`config.mk`:
```
export PLATFORM = sky130hd
export DESIGN_NAME = branch_update_queue
export DESIGN_NICKNAME = d
export VERILOG_FILES = /design/src/rtl/branch_update_queue.sv
export SDC_FILE = /design/constraint.sdc
export NUM_CORES = 1
export LEC_CHECK = 0
export CORE_ASPECT_RATIO = 0.7
export CORE_MARGIN = 10
export CORE_UTILIZATION = 57
export DETAILED_ROUTE_END_ITERATION = 10
export GPL_ROUTABILITY_DRIVEN = 1
export PLACE_DENSITY = 0.79
export SLEW_MARGIN = 25
export SYNTH_ARGS = -nofsm -noshare
export SYNTH_HDL_FRONTEND = slang
export SYNTH_SLANG_ARGS = --single-unit
```
`constraint.sdc`:
```
create_clock -name clk -period 5.85 [get_ports clk]
set_input_delay 0.585 -clock clk [delete_from_list [all_inputs] [get_ports clk]]
set_output_delay 0.585 -clock clk [all_outputs]
set_load 0.01 [all_outputs]
```
`src/rtl/branch_update_queue.sv`:
```
// branch_update_queue
// Buffers resolved conditional-branch records (PC, actual outcome, mispredict
// flag) between execute and the branch predictor's table-update port. The
// queue is first-word-fall-through and drains over a valid/ready handshake.
// Events arriving while the queue is full and not draining are dropped and
// tallied in a saturating counter.
//
// Optional build macro: BRANCH_UPDATE_QUEUE_MISPRED_CNT_EN
//   Adds the mispred_count output, a saturating 32-bit tally of popped
//   records whose mispredict flag is set. It is cleared by rst only.
module branch_update_queue #(
    parameter int DEPTH          = 8,
    parameter int PC_WIDTH       = 32,
    parameter int DROP_CNT_WIDTH = 16
) (
    input  logic                      clk,
    input  logic                      rst,
    input  logic                      data_valid,
    input  logic [6:0]                opcode,
    input  logic [2:0]                pcSource,
    input  logic [PC_WIDTH-1:0]       pc,
    input  logic                      pred_taken,
    input  logic                      flush,
    output logic                      upd_valid,
    input  logic                      upd_ready,
    output logic [PC_WIDTH-1:0]       upd_pc,
    output logic                      upd_taken,
    output logic                      upd_mispredict,
    output logic [$clog2(DEPTH):0]    count,
    output logic                      full,
    output logic                      empty,
    output logic [DROP_CNT_WIDTH-1:0] drop_count
`ifdef BRANCH_UPDATE_QUEUE_MISPRED_CNT_EN
    ,
    output logic [31:0]               mispred_count
`endif
);

    localparam int AW = $clog2(DEPTH);
    localparam int CW = AW + 1;
    localparam logic [CW-1:0] FULL_CNT = CW'(DEPTH);
    localparam logic [6:0] BRANCH_OPCODE = 7'b1100011;

    // Storage arrays carry no reset; their contents only matter once the
    // occupancy count says an entry is live.
    logic [PC_WIDTH-1:0]       r_pcMem    [DEPTH];
    logic                      r_takenMem [DEPTH];
    logic                      r_misMem   [DEPTH];

    logic [AW-1:0]             r_rdPtr;
    logic [AW-1:0]             r_wrPtr;
    logic [CW-1:0]             r_count;
    logic [DROP_CNT_WIDTH-1:0] r_dropCount;

    logic                      w_capture;
    logic                      w_taken;
    logic                      w_mispredict;
    logic                      w_full;
    logic                      w_empty;
    logic                      w_pop;
    logic                      w_push;
    logic                      w_drop;

    // Decode the execute-stage instruction into a branch record.
    assign w_capture    = data_valid && (opcode == BRANCH_OPCODE);
    assign w_taken      = (pcSource == 3'd2);
    assign w_mispredict = w_taken ^ pred_taken;

    assign w_full  = (r_count == FULL_CNT);
    assign w_empty = (r_count == '0);

    // A flush cancels both the pop and the push of its cycle, so neither the
    // pointers nor the drop counter see them.
    assign w_pop  = !w_empty && upd_ready && !flush;
    assign w_push = w_capture && !flush && (!w_full || w_pop);
    assign w_drop = w_capture && !flush && w_full && !w_pop;

    assign upd_valid      = !w_empty;
    assign upd_pc         = w_empty ? '0   : r_pcMem[r_rdPtr];
    assign upd_taken      = w_empty ? 1'b0 : r_takenMem[r_rdPtr];
    assign upd_mispredict = w_empty ? 1'b0 : r_misMem[r_rdPtr];

    assign count      = r_count;
    assign full       = w_full;
    assign empty      = w_empty;
    assign drop_count = r_dropCount;

    // Write the incoming record at the tail whenever it is accepted.
    always_ff @(posedge clk) begin
        if (w_push) begin
            r_pcMem[r_wrPtr]    <= pc;
            r_takenMem[r_wrPtr] <= w_taken;
            r_misMem[r_wrPtr]   <= w_mispredict;
        end
    end

    // Advance pointers and occupancy; flush empties the queue outright.
    always_ff @(posedge clk) begin
        if (rst || flush) begin
            r_rdPtr <= '0;
            r_wrPtr <= '0;
            r_count <= '0;
        end else begin
            if (w_push) begin
                r_wrPtr <= r_wrPtr + 1'b1;
            end
            if (w_pop) begin
                r_rdPtr <= r_rdPtr + 1'b1;
            end
            case ({w_push, w_pop})
                2'b10:   r_count <= r_count + 1'b1;
                2'b01:   r_count <= r_count - 1'b1;
                default: r_count <= r_count;
            endcase
        end
    end

    // Tally lost events, holding at all-ones; flush leaves the tally intact.
    always_ff @(posedge clk) begin
        if (rst) begin
            r_dropCount <= '0;
        end else if (w_drop && (r_dropCount != '1)) begin
            r_dropCount <= r_dropCount + 1'b1;
        end
    end

`ifdef BRANCH_UPDATE_QUEUE_MISPRED_CNT_EN
    logic [31:0] r_mispredCount;

    assign mispred_count = r_mispredCount;

    // Count mispredicted records as the predictor consumes them.
    always_ff @(posedge clk) begin
        if (rst) begin
            r_mispredCount <= '0;
        end else if (w_pop && upd_mispredict && (r_mispredCount != '1)) begin
            r_mispredCount <= r_mispredCount + 1'b1;
        end
    end
`endif

endmodule

```
==> results of run 1 <==
## power by group
part | switching (mW) | internal [mW]
Clock | 0.734 | 0.989
Sequential | 0.000170 | 2.34
Combinational | 0.0370 | 0.0317
Total | 0.771 | 3.36
## sequential cells by signal (all words and copies together) (netlist names), named ones only
register,count
r_wrPtr,3
r_pcMem,256
r_rdPtr,3
r_takenMem,8
count,4
drop_count,16
r_misMem,8
## metal layers
layer	share of wire (%)	routed length, um
met4	1.7	440
met1	43	10900
met3	5.6	1410
met5	0	0
met2	49	12400
## final timing paths
| check | slack, ns | from | cells after the start | to |
|---|---|---|---|---|
| max | 2.01 | flop | 5 | upd_pc[16] |
| max reg2reg | 2.34 | count[0] | 13 | count[3] |
| min | 0.52 | drop_count[6] | 2 | drop_count[6] |
| min reg2reg | 0.52 | drop_count[6] | 2 | drop_count[6] |
## worst max-delay path: stages (launching register included)
cell and delay [ns]:
dfxtp_4 0.88, buf_4 0.46, mux4_2 0.56, mux2i_1 0.23
nor2_1 0.07, clkdlybuf4s50_1 0.49
## per-stage QoR
step	setup WS [ns]	util, %	total power [mW]	std cells	hold slack, ns
after CTS	1.90	69.5	4.16	1032	0.521
after global placement	2.30	64.4	2.45	976	0.484
after floorplan	1.55	-	2.40	618	0.472
final	2.01	69.5	4.13	1032	0.524
after global routing	1.76	69.5	4.25	1032	0.535
after detailed placement	2.42	65.4	2.46	984	0.510
## cells in the final DEF (no fill, tap or decap), types with 4 or more instances in the layout
cell               n
buf_4              7
clkdlybuf4s50_1  104
nand2_1            9
a21oi_1           10
nand4_1            4
dfxtp_1           26
clkinv_1           4
xor2_1             7
o21ai_0            6
clkbuf_16         29
clkinv_2           6
edfxtp_1         272
inv_1              7
nand2b_1           6
nor3_1             8
or3_1              8
mux4_2            68
clkbuf_1           6
nand3_1            6
nor2_4             6
buf_16             6
mux2i_1           36
nor2_1            52
xnor2_1            6
ha_1               5
## area by class of cell
type,count,area [um2]
multi-input combinational,280,3070
clock inverter,13,115
inverter,8,30.0
sequential,301,8760
timing repair buffer,119,1290
fill,1275,6290
clock buffer,35,748
tap,276,345
## cell families (layout without fill, tap and decap cells)
kind of cell               Yosys count  in the layout  share of synthesized area [%]
AOI/OAI and AO/OA                   28             28                           1.79
xor gates and xnor gates            13             13                          0.955
DFF                                301            301                           73.4
muxes                              105            105                           16.0
and+or+nand+nor                    128            128                           5.87
adders and majority gates            6              6                          0.693
buffers and inverters               37            175                           1.30
## synth_stat cells (2+ instances only)
cell / count / area [um2]
nand2b_1: 6 / 37.5
or3_1: 8 / 50.1
nor4_1: 2 / 12.5
buf_1: 4 / 15.0
buf_2: 6 / 30.0
or2_2: 2 / 12.5
a21oi_1: 10 / 50.1
inv_1: 8 / 30.0
xor2_1: 7 / 61.3
o2111ai_1: 2 / 17.5
o31ai_1: 2 / 15.0
xnor2_1: 6 / 52.6
o21ai_0: 6 / 30.0
nor3_1: 10 / 50.1
nand4_1: 4 / 25.0
or4_1: 3 / 22.5
dfxtp_1: 29 / 581
clkbuf_1: 17 / 63.8
nor4_2: 2 / 25.0
a211oi_1: 2 / 15.0
nand3_1: 6 / 30.0
nand2_1: 9 / 33.8
nor2_1: 58 / 218
mux2i_1: 36 / 360
and3_1: 2 / 12.5
edfxtp_1: 272 / 8170
nor3b_1: 2 / 15.0
nor2b_1: 3 / 18.8
mux4_2: 68 / 1530
nor4b_2: 2 / 30.0
ha_1: 5 / 62.6
==> results.tsv, run 1 <==
metric	value	unit
run status	finished clean	
Via density	6.02	
Final #Nets	792	
initial antenna violation count	0	
met2 Use GR	30.2	%
Worst-Skew Late Latency	0.53	ns
Cells after Synth	618	
Synth-to-Final Area Change	20.4	%
crit path kind	flop to output pin	
DRT iter0 DRCs	520	
ant diodes	0	
Warnings, synthesis	0	
routed wire length	25.2	mm
Initial Util	57.7	%
Worst setup EP type	output pin	
Post-DP Area	13500	um2
Fmax	260	MHz
Core ar.	20600	um2
EDFF count, synth	272	
DRC viols	0	
Worst Path Required	5.27	ns
CP Launch Type	flop	
TritonCTS Sinks	301	
Clock transition at path regs	0.06	ns
Final Hold Fails	0	
busiest grt layer	met2	
most frequently used flop master after synthesis	edfxtp_1	
Setup-failing EPs final	0	
Crit Path Max Fanout	41	
first-pass GRT wire length	39.2	mm
Post-CTS Setup Bufs	0	
Synth cell types	50	
Post-Layout Inst Area	14400	um2
Vias	6213	
DRT Pass-1 Iters	5	
Async SR Flop Fraction	0	%
Synthesized Nets	672	
Worst EP arrival	3.26	ns
Pins Over Slew Limit	0	
die width	193	um
post-cts sizing count	0	
slew margin rel.	34.2	%
DIE HEIGHT	141	um
Max Cap Viol	0	
worst vdd ir	0.221	mV
CTS Buf Count	28	
worst hold path class	flop to flop	
met1 usage	26.2	%
PwrDens	288	nW/um2
grt total ovfl	0	
average size of a mapped cell	19.3	um2
leak pwr	4.35	nW
Setup TNS	0	ns
synthesized area	11900	um2
RD Place Congestion	0.834	
Post-DP HPWL	15.7	mm
# rows	44	
grt met3 use	3.03	%
CTS hold repair buffers	0	
Worst Clk Skew	0.00900	ns
Final ANT Viol Nets	0	
Seq/Total Area, Yosys	73.4	%
pin slew with the least headroom to its limit	0.985	ns
layout cells sized above 1	19.7	%
Die ar.	27200	um2
largest net degree at the start of global routing	69	
CTS tree	done	
Yosys reg bits	301	
WL per Instance	24.5	um
io pins	105	
htree depth	1	
Tot GR Track Use	18.6	%
RSZ-0062 raised after global routing	false	
vias in the first global route	6503	
Port Buf Inserts	104	
minimum clock period	3.84	ns
root buffer cell	clkbuf_16	
final period utilization	65.7	%
CTS Buffer Depth	3	
Power figures use the tool's default switching activity.
==> inputs of run 2 (changes only) <==
==> constraint.sdc (replaced) <==
create_clock -name clk -period 4 [get_ports clk]
set_input_delay 0.4 -clock clk [delete_from_list [all_inputs] [get_ports clk]]
set_output_delay 0.4 -clock clk [all_outputs]
set_load 0.01 [all_outputs]
==> run 2 against run 1 <==
Against the previous run:
- design area shrank 0.76%
- core utilization is 0.53 points lower
- combinational power up 50%
- register-to-register slack worse by 1.1 ns
- routed wire length decreased by 1.0%
- critical path depth is the same
- clock skew grew 0.012 ns
- via count hardly changed
- critical path type unchanged
- largest cell class unchanged
- highest routed layer unchanged
==> results.tsv, run 2 (synthesis results as in run 1) <==
metric	value	unit	change
RSZ-0062 raised after global routing	false		
Final #Nets	792		unchanged
Setup-failing EPs final	0		unchanged
vias in the first global route	6556		+0.82%
die width	193	um	unchanged
CP max stage cell	dfxtp_4		
DRC viols	0		unchanged
RD Place Congestion	0.841		+0.78%
Worst-Skew Late Latency	0.54	ns	about the same
Post-DP HPWL	15.6	mm	-0.65%
routed wire length	25.0	mm	-1.0%
Cells after DPL	985		+0.10%
Worst EP arrival	3.09	ns	-0.17 ns
Initial Util	57.7	%	unchanged
CTS hold repair buffers	0		unchanged
Max Cap Viol	0		unchanged
Crit Path Max Fanout	33		-20%
commonest non-fill, non-tap cell in the layout	edfxtp_1		
most frequent cells in the layout	272 x edfxtp_1, 104 x clkdlybuf4s50_1, 68 x mux4_2		
post-cts sizing count	0		unchanged
Port Buf Inserts	104		unchanged
DRT iter0 DRCs	518		-0.38%
htree depth	1		unchanged
CP Launch Type	flop		
FF+latch area	8760	um2	unchanged
Worst setup EP type	output pin		
DIE HEIGHT	141	um	unchanged
Worst Path Required	3.60	ns	-1.67 ns
sw frac	18.9	%	+0.24 points
slew margin rel.	35.4	%	+1.2 points
Cell Chain, Critical Path	buf_4 > mux4_2 > mux2i_1 > nor2_1 > clkdlybuf4s50_1		
Via density	6.02		about the same
# rows	44		unchanged
io pins	105		unchanged
Clock transition at path regs	0.07	ns	about the same
final period utilization	87.2	%	
Worst path max stage delay	0.78	ns	-0.10 ns
Pins Over Slew Limit	0		unchanged
ant diodes	0		unchanged
layout cells sized above 1	18.9	%	-0.77 points
worst hold path class	flop to flop		
CTS tree	done		
Biggest register	r_pcMem		
reg2reg setup slack	1.27	ns	-1.07 ns
grt total ovfl	0		unchanged
Setup TNS	0	ns	unchanged
TritonCTS Sinks	301		unchanged
first-pass GRT wire length	39.3	mm	+0.21%
CTS Buf Count	27		-3.6%
Seq pwr share	58.3	%	+1.7 points
Worst Clk Skew	0.0210	ns	+0.0120 ns
Post-CTS Setup Bufs	0		unchanged
worst vdd ir	0.272	mV	+23%
leak pwr	4.28	nW	-1.6%
area occupied by multi-input gates	3080	um2	+0.41%
internal power	4.76	mW	+42%
Final ANT Viol Nets	0		unchanged
Die ar.	27200	um2	unchanged
Tot GR Track Use	18.7	%	+0.097 points
Fmax	287	MHz	
combinational fraction of design power	1.7	%	about the same
minimum clock period	3.49	ns	
Vias	6210		-0.048%
root buffer cell	clkbuf_16		
Clock Power Share	40.0	%	-1.7 points
largest net degree at the start of global routing	60		-13%
PwrDens	412	nW/um2	+43%
WL per Instance	24.2	um	-0.93%
crit path kind	flop to output pin		
Net Sw Power	1.11	mW	+44%
Final Hold Fails	0		unchanged
Core ar.	20600	um2	unchanged
CTS Buffer Depth	3		unchanged
Final Non-Filler Cells	1031		-0.097%
Synth-to-Final Area Change	19.5	%	
initial antenna violation count	0		unchanged
pin slew with the least headroom to its limit	0.968	ns	-0.0165 ns
DRT Pass-1 Iters	6		+1
max FFs per register	256		unchanged
run status	finished clean		
fillers	1308		+2.6%
total power	5.87	mW	+42%
## run 2: metal layers
metal | up-vias | global-route usage [%] | share of wire (%) | wire [um]
met5 | - | 0 | 0 | 0
met4 | 0 | 3.54 | 1.5 | 377
met3 | 34 | 3.35 | 5.9 | 1470
met2 | 195 | 29.8 | 48 | 12100
met1 | 3260 | 26.8 | 44 | 11100
li1 | 2721 | - | - | -
## run 2: layout make-up
type	count	area share, %
well taps	276	2.42
clock buffers	33	4.90
inverters	8	0.211
clock inverters	13	0.588
multi-input cells	280	21.6
flip-flops and latches	301	61.5
repair buffers	120	8.76
## run 2: per-stage QoR
stage | util, % | area (um2) | hold slack (ns) | setup slack (ns)
floorplan | - | 11900 | 0.472 | 0.795
CTS | 69.0 | 14200 | 0.502 | 0.436
detailed placement | 65.2 | 13500 | 0.493 | 0.713
finish | 69.0 | 14200 | 0.503 | 0.512
global placement | 65.2 | 13500 | 0.479 | 0.865
global route | 69.0 | 14200 | 0.519 | 0.306
## run 2: worst paths after layout
check	depth (start not counted)	startpoint	endpoint
worst max-delay path	5	flop	upd_pc[22]
worst min register to register	2	drop_count[6]	drop_count[6]
worst min-delay path	2	drop_count[6]	drop_count[6]
worst max register to register	5	count[3]	r_takenMem[0]
## run 2: power groups by stage
| stage | clock network [mW] | logic (mW) | registers, mW |
|---|---|---|---|
| after floorplan | 0 | 0.0149 | 3.49 |
| after global placement | 0 | 0.0950 | 3.49 |
| after detailed placement | 0 | 0.102 | 3.49 |
| after CTS | 2.38 | 0.102 | 3.42 |
| after global routing | 2.52 | 0.110 | 3.42 |
| final | 2.35 | 0.103 | 3.42 |
## run 2: critical path, delay by kind of cell (launching register included)
family	cells	cell delay, ns
multiplexers	2	0.82
flip-flops	1	0.78
buffers and inverters	2	0.87
AND/OR/NAND/NOR	1	0.07
==> inputs of run 3 (changes only) <==
--- a/config.mk
+++ b/config.mk
@@ -5,7 +5,7 @@
 export SDC_FILE = /design/constraint.sdc
 export NUM_CORES = 1
 export LEC_CHECK = 0
-export CORE_ASPECT_RATIO = 0.7
+export CORE_ASPECT_RATIO = 0.75
 export CORE_MARGIN = 10
 export CORE_UTILIZATION = 57
 export DETAILED_ROUTE_END_ITERATION = 10
==> run 3 against run 2 <==
Against the previous run:
- hold slack better by 0.013 ns
- critical path type unchanged
- via count about the same
- power is 4.9% higher
- fmax rose by 6.8%
==> results.tsv, run 3 (synthesis results as in run 1) <==
metric	value	unit	change
CTS Buffer Depth	3		unchanged
Port Buf Inserts	104		unchanged
DRT iter0 DRCs	544		+5.0%
htree depth	1		unchanged
RD Place Congestion	0.846		+0.61%
io pins	105		unchanged
R2R cell count	12		+7
Final Hold Fails	0		unchanged
Vias	6204		-0.097%
Final ANT Viol Nets	0		unchanged
Cells after DPL	989		+0.41%
largest net degree at the start of global routing	69		+15%
met2 Use GR	29.5	%	-0.23 points
Worst EP arrival	2.87	ns	-0.22 ns
Tot GR Track Use	18.1	%	-0.62 points
launch point of the worst reg-to-reg path	count[0]		
Setup TNS	0	ns	unchanged
Pins Over Slew Limit	0		unchanged
initial antenna violation count	0		unchanged
internal power	4.99	mW	+4.8%
Worst-Skew Late Latency	0.53	ns	about the same
Via density	5.97		-0.96%
Fmax	306	MHz	+6.8%
Max Cap Viol	0		unchanged
commonest non-fill, non-tap cell in the layout	edfxtp_1		
WL per Instance	24.0	um	-0.85%
crit path kind	flop to output pin		
DRC viols	0		unchanged
busiest grt layer	met2		
post-cts sizing count	0		unchanged
slew margin rel.	41.4	%	+6.0 points
Final #Nets	791		-0.13%
met1 usage	25.0	%	-1.8 points
DRT Pass-1 Iters	5		-1
leak pwr	4.33	nW	+1.2%
vias in the first global route	6537		-0.29%
ant diodes	0		unchanged
grt total ovfl	0		unchanged
Worst setup EP type	output pin		
PwrDens	429	nW/um2	+4.2%
Die ar.	27200	um2	-0.12%
Biggest register	r_pcMem		
Seq pwr share	55.5	%	-2.8 points
DIE HEIGHT	145	um	+3.0%
Worst Clk Skew	0.0199	ns	-0.00104 ns
total power	6.16	mW	+4.9%
Synth-to-Final Area Change	20.4	%	
layout cells sized above 1	20.2	%	+1.2 points
WHS Path Cells	2		unchanged
first-pass GRT wire length	38.8	mm	-1.3%
utilization after layout	70.4	%	+1.4 points
Clock Power Share	42.8	%	+2.8 points
final period utilization	81.7	%	-5.5 points
# rows	45		+2.3%
worst hold path class	flop to flop		
pin slew with the least headroom to its limit	0.878	ns	-0.0907 ns
grt met3 use	3.40	%	+0.044 points
Post-DP HPWL	15.3	mm	-2.3%
root buffer cell	clkbuf_16		
Setup-failing EPs final	0		unchanged
fillers	1246		-4.7%
die width	187	um	-3.0%
Post-CTS Setup Bufs	0		unchanged
sw frac	19.0	%	+0.061 points
worst vdd ir	0.293	mV	+8.0%
run status	finished clean		
CTS Buf Count	28		+3.7%
minimum clock period	3.27	ns	-0.221 ns
Clock transition at path regs	0.06	ns	about the same
CTS tree	done		
Worst Hold End	drop_count[6]		
Initial Util	58.5	%	+0.74 points
RSZ-0062 raised after global routing	false		
Final Non-Filler Cells	1040		+0.87%
Net Sw Power	1.17	mW	+5.3%
routed wire length	25.0	mm	about the same
most frequent cells in the layout	272 x edfxtp_1, 104 x clkdlybuf4s50_1, 68 x mux4_2		
reg2reg setup slack	0.83	ns	-0.44 ns
CP Launch Type	flop		
worst r2r dst	count[3]		
Crit Path Max Fanout	41		+24%
max FFs per register	256		unchanged
CTS hold repair buffers	0		unchanged
Worst Path Required	3.60	ns	about the same
Core ar.	20400	um2	-1.3%
combinational fraction of design power	1.7	%	about the same
worst hold start	drop_count[6]		
TritonCTS Sinks	301		unchanged
[run 3: changes by cell type in the layout (fill, tap and decap cells not counted), moves of 2 or more]
| cell | before | now |
|---|---|---|
| buf_12 | 7 | 5 |
| bufinv_16 | 1 | 3 |
| clkbuf_16 | 27 | 29 |
| clkinv_1 | 8 | 3 |
| clkinv_2 | 3 | 6 |
| clkinv_4 | 0 | 2 |
| clkinvlp_4 | 0 | 2 |
[run 3: worst max-delay path: stages (launching register included)]
cell,delay [ns]
dfxtp_4,0.75
buf_4,0.37
mux4_2,0.36
mux2i_1,0.23
nor2_1,0.06
clkdlybuf4s50_1,0.52
[run 3: worst max path at each step]
| stage | endpoint | depth (start not counted) | slack (ns) | startpoint |
|---|---|---|---|---|
| after floorplan | r_misMem[3] | 4 | 0.80 | opcode[2] |
| after global routing | count[3] | 12 | 0.56 | count[0] |
| final | upd_pc[22] | 5 | 0.73 | flop |
| after global placement | r_pcMem[6][7] | 6 | 0.84 | flush |
| after detailed placement | r_pcMem[6][8] | 6 | 0.74 | flush |
| after CTS | upd_pc[22] | 5 | 0.71 | flop |
[run 3: per-layer routing]
metal  part of all wire, %  vias up
li1                      -     2732
met1                    43     3205
met2                    49      241
met3                   6.3       26
met4                   1.2        0
met5                     0        -
[run 3: cell type report]
| class | count | area [um2] | area share, % |
|---|---|---|---|
| multi-input cells | 280 | 3080 | 21.5 |
| repair buffers | 118 | 1210 | 8.42 |
| inverters | 8 | 30.0 | 0.209 |
| well taps | 282 | 353 | 2.46 |
| clock buffers | 34 | 744 | 5.19 |
| flip-flops and latches | 301 | 8760 | 61.0 |
| clock inverters | 17 | 175 | 1.22 |
[run 3: power by group through the flow]
| stage | Combinational, mW | Sequential, mW | Clock [mW] |
|---|---|---|---|
| after global placement | 0.0961 | 3.49 | 0 |
| after CTS | 0.103 | 3.42 | 2.68 |
| final | 0.103 | 3.42 | 2.64 |
| after floorplan | 0.0149 | 3.49 | 0 |
| after detailed placement | 0.102 | 3.49 | 0 |
| after global routing | 0.111 | 3.42 | 2.81 |
[run 3: stage by stage]
step	worst slack, ns	instance area [um2]	hold WS, ns
3_3_place_gp	0.842	13400	0.476
3_5_place_dp	0.740	13400	0.500
2_1_floorplan	0.795	11900	0.472
4_1_cts	0.710	14400	0.509
5_1_grt	0.563	14400	0.522
6_report	0.733	14400	0.516
